File: src/rtl/controller.sv
// Controller for the eight-phase accumulator CPU. The package holds the opcode
// and phase encodings shared with the rest of the CPU. The controller steps
// through one phase per clock, parks in OP_ADDR on HLT, and decodes the control
// strobes combinationally from the current phase, opcode and zero flag.

package controller_pkg;

    typedef enum logic [2:0] {
        HLT = 3'b000,
        SKZ = 3'b001,
        ADD = 3'b010,
        AND = 3'b011,
        XOR = 3'b100,
        LDA = 3'b101,
        STO = 3'b110,
        JMP = 3'b111
    } opcode_t;

    typedef enum logic [2:0] {
        INST_ADDR  = 3'd0,
        INST_FETCH = 3'd1,
        INST_LOAD  = 3'd2,
        IDLE       = 3'd3,
        OP_ADDR    = 3'd4,
        OP_FETCH   = 3'd5,
        ALU_OP     = 3'd6,
        STORE      = 3'd7
    } state_t;

endpackage

module controller
    import controller_pkg::*;
(
    input  logic        clk,
    input  logic        rst_,
    input  opcode_t     opcode,
    input  logic        zero,
    output logic        mem_rd,
    output logic        load_ir,
    output logic        halt,
    output logic        inc_pc,
    output logic        load_ac,
    output logic        load_pc,
    output logic        mem_wr,
    output logic [2:0]  phase
);

    state_t r_state;
    state_t w_state_next;

    logic w_aluop;
    logic w_is_hlt;
    logic w_is_skz;
    logic w_is_jmp;
    logic w_is_sto;

    // Opcode class decode; unknown encodings fall to the default and assert nothing.
    always_comb begin
        w_aluop  = 1'b0;
        w_is_hlt = 1'b0;
        w_is_skz = 1'b0;
        w_is_jmp = 1'b0;
        w_is_sto = 1'b0;
        case (opcode)
            ADD, AND, XOR, LDA: w_aluop  = 1'b1;
            HLT:                w_is_hlt = 1'b1;
            SKZ:                w_is_skz = 1'b1;
            JMP:                w_is_jmp = 1'b1;
            STO:                w_is_sto = 1'b1;
            default: begin
                w_aluop  = 1'b0;
                w_is_hlt = 1'b0;
                w_is_skz = 1'b0;
                w_is_jmp = 1'b0;
                w_is_sto = 1'b0;
            end
        endcase
    end

    // Phase register; reset aborts any instruction in flight without waiting for clk.
    always_ff @(posedge clk or negedge rst_) begin
        if (!rst_) begin
            r_state <= INST_ADDR;
        end else begin
            r_state <= w_state_next;
        end
    end

    // Next phase: step through all eight phases, parking in OP_ADDR on HLT.
    always_comb begin
        w_state_next = INST_ADDR;
        unique case (r_state)
            INST_ADDR:  w_state_next = INST_FETCH;
            INST_FETCH: w_state_next = INST_LOAD;
            INST_LOAD:  w_state_next = IDLE;
            IDLE:       w_state_next = OP_ADDR;
            OP_ADDR:    w_state_next = w_is_hlt ? OP_ADDR : OP_FETCH;
            OP_FETCH:   w_state_next = ALU_OP;
            ALU_OP:     w_state_next = STORE;
            STORE:      w_state_next = INST_ADDR;
            default:    w_state_next = INST_ADDR;
        endcase
    end

    // Control strobes decoded from the current phase; forced low while reset is held.
    always_comb begin
        mem_rd  = 1'b0;
        load_ir = 1'b0;
        halt    = 1'b0;
        inc_pc  = 1'b0;
        load_ac = 1'b0;
        load_pc = 1'b0;
        mem_wr  = 1'b0;
        phase   = r_state;
        if (rst_) begin
            unique case (r_state)
                INST_ADDR: begin
                end
                INST_FETCH: begin
                    mem_rd = 1'b1;
                end
                INST_LOAD, IDLE: begin
                    mem_rd  = 1'b1;
                    load_ir = 1'b1;
                end
                OP_ADDR: begin
                    halt   = w_is_hlt;
                    inc_pc = ~w_is_hlt;
                end
                OP_FETCH: begin
                    mem_rd = w_aluop;
                end
                ALU_OP: begin
                    mem_rd  = w_aluop;
                    inc_pc  = w_is_skz & zero;
                    load_ac = w_aluop;
                    load_pc = w_is_jmp;
                end
                STORE: begin
                    mem_rd  = w_aluop;
                    inc_pc  = w_is_jmp;
                    load_ac = w_aluop;
                    load_pc = w_is_jmp;
                    mem_wr  = w_is_sto;
                end
                default: begin
                end
            endcase
        end else begin
            phase = 3'd0;
        end
    end

endmodule
File: config.mk
export PLATFORM = sky130hd
export DESIGN_NAME = controller
export DESIGN_NICKNAME = d
export VERILOG_FILES = /design/src/rtl/controller.sv
export SDC_FILE = /design/constraint.sdc
export NUM_CORES = 1
export LEC_CHECK = 0
export BUFFER_PORTS_ARGS = -buffer_cell sky130_fd_sc_hd__clkbuf_2
export CORE_AREA = 2 2 39 41
export DETAILED_ROUTE_END_ITERATION = 8
export DIE_AREA = 0 0 41 43
export HOLD_SLACK_MARGIN = 0.03
export PLACE_DENSITY = 0.53
export SKIP_CTS_REPAIR_TIMING = 1
export SYNTH_ARGS = -nofsm -noshare
export SYNTH_HDL_FRONTEND = slang
export SYNTH_SLANG_ARGS = --single-unit
File: constraint.sdc
create_clock -name clk -period 4 [get_ports clk]
set_input_delay 1.2 -clock clk [delete_from_list [all_inputs] [get_ports clk]]
set_output_delay 1.2 -clock clk [all_outputs]
set_load 0.005 [all_outputs]
==> results of run 1 <==
## synthesized netlist by cell type
library cell / count / area share
o21ai_0: 2 / 0.041
clkbuf_1: 2 / 0.031
nor4b_1: 1 / 0.036
nand4_1: 1 / 0.026
nor3_1: 1 / 0.020
nand2_1: 4 / 0.062
nor4_1: 1 / 0.026
nor2_1: 2 / 0.031
xnor2_1: 2 / 0.072
inv_1: 2 / 0.031
nor2b_1: 1 / 0.026
or3b_1: 1 / 0.036
nor3b_1: 1 / 0.031
a21oi_1: 2 / 0.041
dfrtp_1: 3 / 0.31
a2111oi_2: 1 / 0.062
xor2_1: 1 / 0.036
and2_1: 2 / 0.051
a31o_1: 1 / 0.036
## per-layer routing
layer	wire [um]	share of wire	vias up	global-route usage
met5	0	0	-	0
met3	57	0.088	0	0.0471
li1	-	-	141	-
met4	0	0	0	0.0600
met2	269	0.42	11	0.125
met1	318	0.49	121	0.121
## per-stage QoR
stage | hold slack [ns] | setup slack [ns] | total power (W)
floorplan | 0.505 | 0.734 | 0.000131
global placement | 0.547 | 0.496 | 0.000163
detailed placement | 0.557 | 0.452 | 0.000164
CTS | 0.562 | 0.453 | 0.000219
global route | 0.607 | 0.397 | 0.000240
finish | 0.560 | 0.456 | 0.000215
## cell type report
class,instances,area (um^2),share of cell area
multi-input combinational,24,154,0.430
inverter,2,7.51,0.0210
tap,16,20.0,0.0559
clock buffer,4,26.3,0.0734
sequential,3,75.1,0.210
timing repair buffer,15,75.1,0.210
## power by group
part	internal (W)	total [W]	leakage (nW)	switching (W)
registers	0.0000470	0.0000830	0.0355	0.0000361
logic	0.0000435	0.0000789	0.122	0.0000354
clock network	0.0000374	0.0000526	0.0150	0.0000152
## path summary, 6_finish.rpt
path	slack (ns)	depth (start not counted)	to
min	0.56	1	r_state[2]
min reg2reg	0.56	1	r_state[2]
max	0.46	5	inc_pc
max reg2reg	2.89	2	r_state[0]
min in group asynchronous	0.78	1	r_state[0]
max in group asynchronous	3.08	1	r_state[2]
## cell families after synthesis
| kind of cell | count (synthesis) |
|---|---|
| AND/OR/NAND/NOR | 15 |
| AO/OA/AOI/OAI | 6 |
| buffers and inverters | 4 |
| XOR/XNOR | 3 |
| flip-flops | 3 |
## worst max-delay path, cell delays in order
cell and delay, ns:
clkbuf_2 0.13, or3b_1 0.40, a2111oi_2 0.37, a31o_1 0.14
clkbuf_2 0.10
==> reports/results.ini, run 1 <==
[clocking]
cts_sinks=3
cts-root-buf=clkbuf_4
insertion_delay_ns=0.23
cts_made_buffers=3
clk_pin_slew_ns=0.03
cts_tree=yes
htree_levels=1
cts_buffer_depth=2

[final_layout]
diodes=0
largest_reg_flops=3
fillerInstances=167
drive_gt1_frac=0.396
layout_common_cells=clkbuf_2, nand2_1, clkbuf_4, dfrtp_1
final-instance-count-excl-fill=64
fin_util=0.259
area_growth_pct=46.7
largestRegisters=r_state (3)
stdcell_area_um2=358
largest-register=r_state
fin_nets=55
layout_commonest_cell=clkbuf_2

[synthesis]
synth_mux_area_frac=0
synth_compound_area_frac=0.179
synth_warnings=0
synth_fp_nets=37
netlist_area_um2=244
seq_area_frac_synth=0.308
avgSynthCellArea_um2=7.87
synth-adder-area-share=0
synth_cells=31
synth.distinct_cells=19
yosys.area_share.xor_xnor=0.108
synth_seq_cells=3
synth_top_family_by_area=simple AND/OR/NAND/NOR gates
synth-simple-area-share=0.344

[setup_path]
crit_fanout=5
crit_start=opcode[2]
end_kind=output pin
cp-start-kind=input port
crit_required_ns=2.80
worst-setup-path-type=input port to output pin
crit_arrival_ns=2.34
r2r_start=r_state[1]

[power_and_ir_drop]
irDropWorstVdd_mv=0.136
power.density_nw_per_um2=600
p_leak_nw=0.172

[placement]
port_buffers=15
placed_cells=60
gp_congestion=0.689
place_area_um2=332
hpwl_um=501

[drt]
drcViolationCount=0
dr.pass1.iters=2
via_count=273
wl_per_cell_um=10.1
viasPerCell=4.27
drt_iter0_drc=2
ant_nets=0
finalWirelength_um=645

[sta]
slew_headroom=0.780
setup_tns_ns=0
tightest_slew_ns=0.327
max_freq_mhz=282
setup_violations=0
report.final.hold_viol_count=0
finClkSkew_ns=0.00166
rsz0062_at_grt=no
drv_slew=0
fin_crit_ns=3.54
finalCritPeriodShare=0.886

[die]
num_io_pins=16
row_count=14
initial_utilization=0.176
die_h_um=43
core_area_um2=1380
dieWidth_um=41
die_area_um2=1760

[worst_hold_path]
min-delay-start=r_state[2]
hp-class=flop to flop

[global_routing]
grt_max_degree=11
antenna_found_initial=0
grt_pass1_vias=254
grt_pass1_wl_um=1110
grtUsageTotal=0.0961
grt_overflow=0

[flow_run]
max_cap_violations=0

[outcome]
outcome=complete, no violations

Power figures use the tool's default switching activity.
==> run 2, diff against run 1 <==
Settings changed: PLACE_DENSITY 0.53 to not set, PLACE_DENSITY_LB_ADDON set to 0.12, SKIP_LAST_GASP set to 1.
==> reports/results.ini, run 2 (synthesis results as in run 1) <==
[outcome]
outcome=complete, no violations

[die]
num_io_pins=16  ; unchanged
core_area_um2=1380  ; unchanged
die_area_um2=1760  ; unchanged
die_h_um=43  ; unchanged
initial_utilization=0.176  ; unchanged
dieWidth_um=41  ; unchanged
row_count=14  ; unchanged

[power_and_ir_drop]
switching_share=0.408  ; +0.00364
power.density_nw_per_um2=603  ; +0.63%
irDropWorstVdd_mv=0.140  ; +2.8%
p_leak_nw=0.172  ; unchanged
p_sw_w=0.0000880  ; +1.5%
p_clk_frac=0.243  ; -0.002
p_comb_frac=0.369  ; about the same
seqPwrFrac=0.388  ; about the same
internal_power_w=0.000128  ; about the same

[global_routing]
grt_max_degree=11  ; unchanged
grt_pass1_vias=274  ; +7.9%
grt_pass1_wl_um=1080  ; -2.4%
grtUsageTotal=0.0914  ; -0.00473
grt_overflow=0  ; unchanged
antenna_found_initial=0  ; unchanged

[sta]
timing.hold.ws_ns=0.566  ; +0.00666 ns
report.final.hold_viol_count=0  ; unchanged
setup_tns_ns=0  ; unchanged
slew_headroom=0.783  ; +0.00296
fin_crit_ns=3.51  ; -0.0323 ns
finClkSkew_ns=0.00225  ; +0.000590 ns
tightest_slew_ns=0.326  ; -0.00142 ns
setup_violations=0  ; unchanged
max_freq_mhz=285  ; +0.92%
finalCritPeriodShare=0.878  ; -0.00807
rsz0062_at_grt=no
drv_slew=0  ; unchanged

[final_layout]
fin_util=0.259  ; unchanged
largest_reg_flops=3  ; unchanged
fillerInstances=170  ; +1.8%
area_growth_pct=46.7  ; unchanged
layout_common_cells=clkbuf_2, nand2_1, clkbuf_4, dfrtp_1
layout_commonest_cell=clkbuf_2
stdcell_area_um2=358  ; unchanged
largestRegisters=r_state (3)
drive_gt1_frac=0.396  ; unchanged
largest-register=r_state
final-instance-count-excl-fill=64  ; unchanged
diodes=0  ; unchanged
fin_nets=55  ; unchanged

[drt]
viasPerCell=4.31  ; +1.1%
drcViolationCount=0  ; unchanged
dr.pass1.iters=4  ; +2
finalWirelength_um=652  ; +1.1%
ant_nets=0  ; unchanged
wl_per_cell_um=10.2  ; +1.1%
drt_iter0_drc=4  ; +2
via_count=276  ; +1.1%

[setup_path]
end_kind=output pin
r2r_start=r_state[1]
worst-setup-path-type=input port to output pin
rr_worst_depth=2  ; unchanged
rrSetupSlack_ns=2.92  ; +0.03 ns
crit_arrival_ns=2.31  ; -0.03 ns
crit_required_ns=2.80  ; about the same
crit_fanout=5  ; unchanged
cp-start-kind=input port
rr_endpoint=r_state[0]

[clocking]
insertion_delay_ns=0.23  ; about the same
cts_sinks=3  ; unchanged
clk_pin_slew_ns=0.04  ; about the same
cts-root-buf=clkbuf_4
htree_levels=1  ; unchanged
cts_made_buffers=3  ; unchanged
cts_tree=yes
cts_buffer_depth=2  ; unchanged

[worst_hold_path]
min_to=r_state[0]
holdPathStages=1  ; unchanged
hp-class=flop to flop
min-delay-start=r_state[2]

[placement]
hpwl_um=516  ; +3.1%
placed_cells=60  ; unchanged
gp_congestion=0.661  ; -4.0%
port_buffers=15  ; unchanged
place_area_um2=332  ; unchanged

[flow_run]
max_cap_violations=0  ; unchanged

[run 2: worst max-delay path by stage]
stage	from	end	slack [ns]	cells past startpoint
final	opcode[2]	inc_pc	0.49	5
after CTS	opcode[2]	inc_pc	0.48	5
after detailed placement	opcode[2]	inc_pc	0.48	5
after global routing	opcode[2]	inc_pc	0.42	5
after floorplan	opcode[2]	inc_pc	0.73	3
after global placement	opcode[2]	inc_pc	0.50	5
[run 2: metrics by stage]
| step | worst slack (ns) | total power [W] |
|---|---|---|
| 2_1_floorplan | 0.734 | 0.000131 |
| 3_3_place_gp | 0.502 | 0.000163 |
| 3_5_place_dp | 0.484 | 0.000167 |
| 4_1_cts | 0.482 | 0.000222 |
| 5_1_grt | 0.422 | 0.000240 |
| 6_report | 0.488 | 0.000216 |
[run 2: layer usage]
metal  track usage  routed length (um)  up-vias
li1              -                   -      140
met5             0                   0        -
met2         0.122                 316       13
met3        0.0262                  51        0
met4        0.0800                   0        0
met1         0.113                 284      123
[run 2: power groups by stage]
stage / clock network, W / logic, W / registers, W
3_5_place_dp: 0 / 0.0000814 / 0.0000857
4_1_cts: 0.0000551 / 0.0000817 / 0.0000851
5_1_grt: 0.0000596 / 0.0000897 / 0.0000911
6_report: 0.0000525 / 0.0000797 / 0.0000837
2_1_floorplan: 0 / 0.0000759 / 0.0000550
3_3_place_gp: 0 / 0.0000793 / 0.0000841
[run 2: final cells by class]
class | instances | area [um^2] | share of cell area
flip-flops and latches | 3 | 75.1 | 0.210
clock buffers | 4 | 26.3 | 0.0734
repair buffers | 15 | 75.1 | 0.210
inverters | 2 | 7.51 | 0.0210
multi-input cells | 24 | 154 | 0.430
well taps | 16 | 20.0 | 0.0559
[run 2: worst max-delay path, cell delays in order]
cell       delay, ns
clkbuf_2        0.12
or3b_1          0.39
a2111oi_2       0.35
a31o_1          0.14
clkbuf_2        0.10
